`config.mk`:
```
export PLATFORM = sky130hd
export DESIGN_NAME = sprite_layer_mixer
export DESIGN_NICKNAME = d
export VERILOG_FILES = /design/src/rtl/sprite_layer_mixer.sv
export SDC_FILE = /design/constraint.sdc
export NUM_CORES = 1
export LEC_CHECK = 0
export ABC_AREA = 1
export CAP_MARGIN = 20
export CORE_AREA = 4 4 159 123
export DETAILED_ROUTE_END_ITERATION = 12
export DIE_AREA = 0 0 163 127
export PLACE_DENSITY = 0.93
export SKIP_LAST_GASP = 1
export SLEW_MARGIN = 20
export SYNTH_ARGS = -nofsm -noshare
export SYNTH_HDL_FRONTEND = slang
export SYNTH_SLANG_ARGS = --single-unit
```
`constraint.sdc`:
```
create_clock -name i_clk -period 3.2 [get_ports i_clk]
set_input_delay 0.96 -clock i_clk [delete_from_list [all_inputs] [get_ports i_clk]]
set_output_delay 0.96 -clock i_clk [all_outputs]
set_load 0.005 [all_outputs]
```
`src/rtl/sprite_layer_mixer.sv`:
```
// sprite_layer_mixer
//   Two-stage pixel mixer that sits behind the per-sprite compositors.
//   Stage 1 registers every input. Stage 2 selects the highest-priority
//   opaque layer, falling back to the background, and registers the
//   video outputs. Layer 0 is the player and has the highest priority.
//   Player-vs-layer overlaps are accumulated over a frame. They are
//   reported on the rising edge of the registered vertical sync.
//
//   Optional build macro: SPRITE_LAYER_MIXER_BLEND_EN
//     When it is defined, layers 1..N_LAYERS-1 are drawn 50% translucent
//     over the next hit layer beneath them, or over the background if no
//     layer beneath is hit. Layer 0 stays opaque. Latency is unchanged.
//     When it is undefined, the mixer is a pure priority mux.

module sprite_layer_mixer #(
  parameter int N_LAYERS = 4,
  parameter int CNT_W    = 16
) (
  input  logic                    i_clk,
  input  logic                    i_rst,
  input  logic [15:0]             i_x,
  input  logic [15:0]             i_y,
  input  logic                    i_de,
  input  logic                    i_v_sync,
  input  logic [24*N_LAYERS-1:0]  i_layer_rgb,
  input  logic [N_LAYERS-1:0]     i_layer_hit,
  input  logic [23:0]             i_bg_rgb,
  output logic [7:0]              o_red,
  output logic [7:0]              o_green,
  output logic [7:0]              o_blue,
  output logic [15:0]             o_x,
  output logic [15:0]             o_y,
  output logic                    o_de,
  output logic                    o_collision,
  output logic [N_LAYERS-2:0]     o_collision_mask,
  output logic [CNT_W-1:0]        o_collision_count,
  output logic [CNT_W-1:0]        o_frame_count
);

  localparam int MASK_W = N_LAYERS - 1;

  // Stage 1 registers
  logic [15:0]            s1_x;
  logic [15:0]            s1_y;
  logic                   s1_de;
  logic                   s1_vs;
  logic [24*N_LAYERS-1:0] s1_rgb;
  logic [N_LAYERS-1:0]    s1_hit;
  logic [23:0]            s1_bg;

  // Vertical sync history (the previous value of s1_vs)
  logic                   vs_prev;

  // Collision accumulator for the frame in progress
  logic [MASK_W-1:0]      coll_acc;

  // Combinational stage-2 signals
  logic [23:0]            sel_rgb;
  logic [23:0]            mix_rgb;
  logic [23:0]            pix_rgb;
  logic [MASK_W-1:0]      coll_now;
  logic [MASK_W-1:0]      frame_mask;
  logic                   frame_edge;

`ifdef SPRITE_LAYER_MIXER_BLEND_EN
  logic [23:0]            below_rgb;
  logic [8:0]             sum_r;
  logic [8:0]             sum_g;
  logic [8:0]             sum_b;
`endif

  // Stage 1: register all inputs so that stage 2 works from a stable snapshot
  always_ff @(posedge i_clk) begin
    if (i_rst) begin
      s1_x    <= '0;
      s1_y    <= '0;
      s1_de   <= 1'b0;
      s1_vs   <= 1'b0;
      s1_rgb  <= '0;
      s1_hit  <= '0;
      s1_bg   <= '0;
      vs_prev <= 1'b0;
    end else begin
      s1_x    <= i_x;
      s1_y    <= i_y;
      s1_de   <= i_de;
      s1_vs   <= i_v_sync;
      s1_rgb  <= i_layer_rgb;
      s1_hit  <= i_layer_hit;
      s1_bg   <= i_bg_rgb;
      vs_prev <= s1_vs;
    end
  end

  // Priority select: walk from lowest to highest priority so the last hit wins.
  // A layer's colour is read only when its hit flag is set, so don't-care colour
  // data on layers that are not hit never reaches the output.
  always_comb begin
    sel_rgb = s1_bg;
`ifdef SPRITE_LAYER_MIXER_BLEND_EN
    below_rgb = s1_bg;
`endif
    for (int k = N_LAYERS - 1; k >= 0; k--) begin
      if (s1_hit[k]) begin
`ifdef SPRITE_LAYER_MIXER_BLEND_EN
        below_rgb = sel_rgb;
`endif
        sel_rgb = s1_rgb[24*k +: 24];
      end
    end
  end

`ifdef SPRITE_LAYER_MIXER_BLEND_EN
  // Translucent layers: average the winning layer with what lies beneath it,
  // using a 9-bit sum and truncating on the shift back to 8 bits
  always_comb begin
    sum_r = {1'b0, sel_rgb[23:16]} + {1'b0, below_rgb[23:16]};
    sum_g = {1'b0, sel_rgb[15:8]}  + {1'b0, below_rgb[15:8]};
    sum_b = {1'b0, sel_rgb[7:0]}   + {1'b0, below_rgb[7:0]};
    if (s1_hit[0] || (s1_hit == '0)) begin
      mix_rgb = sel_rgb;
    end else begin
      mix_rgb = {sum_r[8:1], sum_g[8:1], sum_b[8:1]};
    end
  end
`else
  // Opaque build: the priority winner goes straight through
  always_comb begin
    mix_rgb = sel_rgb;
  end
`endif

  // Blank outside the visible area, and gather this cycle's collisions and frame edge
  always_comb begin
    pix_rgb    = s1_de ? mix_rgb : 24'h000000;
    coll_now   = (s1_de && s1_hit[0]) ? s1_hit[N_LAYERS-1:1] : '0;
    frame_edge = s1_vs & ~vs_prev;
    frame_mask = coll_acc | coll_now;
  end

  // Stage 2: video outputs aligned with their coordinates
  always_ff @(posedge i_clk) begin
    if (i_rst) begin
      o_red   <= '0;
      o_green <= '0;
      o_blue  <= '0;
      o_x     <= '0;
      o_y     <= '0;
      o_de    <= 1'b0;
    end else begin
      o_red   <= pix_rgb[23:16];
      o_green <= pix_rgb[15:8];
      o_blue  <= pix_rgb[7:0];
      o_x     <= s1_x;
      o_y     <= s1_y;
      o_de    <= s1_de;
    end
  end

  // Per-frame collision reporting: accumulate between edges, publish and clear on an edge
  always_ff @(posedge i_clk) begin
    if (i_rst) begin
      coll_acc          <= '0;
      o_collision       <= 1'b0;
      o_collision_mask  <= '0;
      o_collision_count <= '0;
      o_frame_count     <= '0;
    end else if (frame_edge) begin
      coll_acc         <= '0;
      o_collision_mask <= frame_mask;
      o_collision      <= (frame_mask != '0);
      if ((frame_mask != '0) && (o_collision_count != {CNT_W{1'b1}})) begin
        o_collision_count <= o_collision_count + CNT_W'(1);
      end
      o_frame_count <= o_frame_count + CNT_W'(1);
    end else begin
      coll_acc    <= frame_mask;
      o_collision <= 1'b0;
    end
  end

endmodule

```
==> impl_metrics.env <==
export IMPL_status="finished, final reports clean"
export IMPL_cap_violations=0
export IMPL_grt_pass1_wl_um=36710
export IMPL_crit_start="o_collision_count[0]$_SDFFE_PP0P_"
export IMPL_dieArea_mm2=0.02070
export IMPL_use_met2=0.3720
export IMPL_area_delta_synth_final_pct=38.51
export IMPL_rr_endpoint="o_collision_count[15]$_SDFFE_PP0P_"
export IMPL_ctsHoldBuffers=0
export IMPL_crit_buf_inv=1
export IMPL_synth_largest_area_cell="dfxtp_1"
export IMPL_hp_class="reg -> reg"
export IMPL_cts_root_buffer="clkbuf_16"
export IMPL_end_kind="output port"
export IMPL_clock_latency_ns=0.50
export IMPL_power_frac_comb=0.083
export IMPL_fin_crit_sh=0.7710
export IMPL_maxSlewHeadroom=0.3760
export IMPL_grt_pass1_vias=7651
export IMPL_ios=253
export IMPL_die_w_um=163
export IMPL_ir_drop_mv=0.3323
export IMPL_route_detailed_drc=0
export IMPL_worstPathCellList="clkdlybuf4s50_1"
export IMPL_initial_core_util=0.4977
export IMPL_switchingPower_mw=1.476
export IMPL_portBuffers=252
export IMPL_core_area_mm2=0.01808
export IMPL_synth_common_cells="nor2_1 (300), dfxtp_1 (255), inv_1 (237)"
export IMPL_r2r_start="s1_hit[2]$_SDFF_PP0_"
export IMPL_overflow=0
export IMPL_cts_sinks=255
export IMPL_use_met3=0.04934
export IMPL_synth_most_common_cell="nor2_1"
export IMPL_globalRouteTotalUtil=0.2156
export IMPL_wl_um=23350
export IMPL_switching_share=0.2169
export IMPL_crit_path_max_fanout=5
export IMPL_cts_buffers=24
export IMPL_cts_tree="done"
export IMPL_synthCells=1154
export IMPL_vias_per_cell=4.729
export IMPL_crit_end="o_collision_count[0]"
export IMPL_nets=1551
export IMPL_htreeDepth=1
export IMPL_clk_pin_slew_worst_paths_ns=0.07
export IMPL_synth_top_area_share=0.5674
export IMPL_drive_gt1_frac=0.05899
export IMPL_setup_viol=0
export IMPL_syn_avg_cell_area_um2=7.797
export IMPL_cts_resized=0
export IMPL_async_reset_ff_frac=0
export IMPL_synth_xor_xnor_area_share=0.0009734
export IMPL_holdPathStages=2
export IMPL_rows=43
export IMPL_antenna_found_initial=2
export IMPL_p_int_mw=5.330
export IMPL_drtIter0Drc=728
export IMPL_cp_required_ns=2.24
export IMPL_gp_congestion=0.8633
export IMPL_clockBufferDepth=3
export IMPL_cp_depth=1
export IMPL_synth_seq_cells=255
export IMPL_vias=7831
export IMPL_worstMarginPinSlew_ns=0.9361
export IMPL_synth_area_leaders="dfxtp_1 (57%), nor2_1 (13%), inv_1 (9.9%)"
export IMPL_fin_tns_setup_ns=0
export IMPL_fmaxAchievable_mhz=405.3
export IMPL_ys_seq_area_frac=0.5674
export IMPL_cts_setup_buffers=0
export IMPL_layout_min_cycle_time_ns=2.467
export IMPL_synth_adder_area_share=0.002781
export IMPL_synth_simple_gate_area_frac=0.2249
export IMPL_slowest_stage="clkdlybuf4s50_1"
export IMPL_setup_slack_ns=0.7327
export IMPL_critPathMaxStageDelay_ns=0.55
export IMPL_arrival_ns=1.51
export IMPL_post_route_util=0.6894
export IMPL_synth_top_family_by_area="simple AND/OR/NAND/NOR gates"
export IMPL_powerDensity_mw_per_mm2=546.2
export IMPL_reg2reg_depth=8
export IMPL_synth_nets=1316
export IMPL_leakagePower_nw=5.682
export IMPL_postRouteAntennaNets=0
export IMPL_drtPass1Iterations=5
export IMPL_synth_compound_area_frac=0.07440
export IMPL_dp_final_hpwl_um=16250
export IMPL_pwr_share_seq=0.494
export IMPL_use_met1=0.2689
export IMPL_synth_cell_types=35
export IMPL_ys_flop_type="dfxtp_1"
export IMPL_hold_viol=0
export IMPL_rsz0062_at_grt="false"
export IMPL_start_kind="flop"
export IMPL_drv_slew=0
export IMPL_synth_edf_count=0
export IMPL_dp_slack_ns=0.8094
export IMPL_fp_dieH_um=127
export IMPL_grt_max_degree=99
export IMPL_finClkSkew_ns=0.009543
export IMPL_crit_family="buffers and inverters"
export IMPL_p_clk_frac=0.424
export IMPL_synth_cell_area_mm2=0.008997
export IMPL_grt_busiest_layer="met2"
export IMPL_ys_warnings_count=0
export IMPL_synth_area_mux_share=0
export IMPL_wl_per_cell_um=14.10
export IMPL_r2r_slack_ns=1.28
export IMPL_crit_type="reg -> out"
==> metrics by stage <==
stage	cell area, um2	total power, mW	std cells	hold slack (ns)
final	12460	6.806	1656	0.3995
after global routing	12460	7.060	1656	0.4193
after CTS	12460	6.869	1654	0.4001
after detailed placement	11630	3.987	1610	0.3937
after global placement	11630	3.966	1610	0.3887
after floorplan	8997	3.664	1154	0.3883
==> worst min-delay path by stage <==
stage | startpoint | endpoint | slack (ns)
floorplan | s1_x[0]$_SDFF_PP0_ | o_x[0]$_SDFF_PP0_ | 0.39
global placement | s1_y[3]$_SDFF_PP0_ | o_y[3]$_SDFF_PP0_ | 0.39
detailed placement | s1_y[2]$_SDFF_PP0_ | o_y[2]$_SDFF_PP0_ | 0.39
CTS | s1_x[4]$_SDFF_PP0_ | o_x[4]$_SDFF_PP0_ | 0.40
global route | s1_x[9]$_SDFF_PP0_ | o_x[9]$_SDFF_PP0_ | 0.42
finish | s1_x[4]$_SDFF_PP0_ | o_x[4]$_SDFF_PP0_ | 0.40
==> power groups by stage <==
stage	Clock, mW	Combinational [mW]	Sequential, mW
finish	2.88	0.562	3.36
global route	3.07	0.620	3.37
CTS	2.94	0.567	3.36
detailed placement	0	0.559	3.43
global placement	0	0.542	3.42
floorplan	0	0.251	3.41
==> cell type report <==
type / instances / area (um2)
Tap cell: 247 / 309.0
Fill cell: 1374 / 5615
Clock inverter: 11 / 118.9
Multi-Input combinational cell: 606 / 2726
Antenna cell: 2 / 5.005
Inverter: 243 / 914.6
Timing Repair Buffer: 259 / 2576
Clock buffer: 33 / 705.7
Sequential cell: 255 / 5106
==> state kept, by name, indices dropped and copies added, names as in the netlist, 16 cells and up <==
signal             cells
o_collision_count     16
o_x                   16
s1_x                  16
s1_y                  16
o_frame_count         16
o_y                   16
s1_rgb                96
s1_bg                 24
==> per-layer routing <==
layer,part of all wire,vias up,wire length [um]
li1,-,3874,-
met1,0.41,3537,9461
met2,0.48,366,11210
met3,0.085,54,1985
met4,0.030,0,696
met5,0,-,0
==> cells in the final DEF, fill, tap and decap left out, types with 2 or more instances in the layout <==
master             n
a31oi_1            2
ha_1               2
inv_2              5
clkbuf_8           5
nand3_2            4
inv_1            237
clkdlybuf4s50_1  251
clkinv_2           4
nand3_1           14
o31ai_1           24
nand3b_1           3
nor2_2             6
bufinv_16          2
nor2_1           300
buf_4              7
nand2_1          126
nor2_4             4
nand4_1            8
o21ai_1            6
o21ai_0           26
nor3_1             6
dfxtp_1          254
clkbuf_1           3
a21oi_1           58
nand2_2            7
clkbuf_16         25
diode_2            2
clkinvlp_4         4
==> kinds of logic (layout without fill, tap and decap cells) <==
kind of cell,count (synthesis),count (layout)
xor gates and xnor gates,1,1
AOI/OAI and AO/OA,118,118
other,0,2
adders and majority gates,2,2
DFF,255,255
buffers and inverters,293,546
and+or+nand+nor,485,485
(Power assumes the default switching activity.)
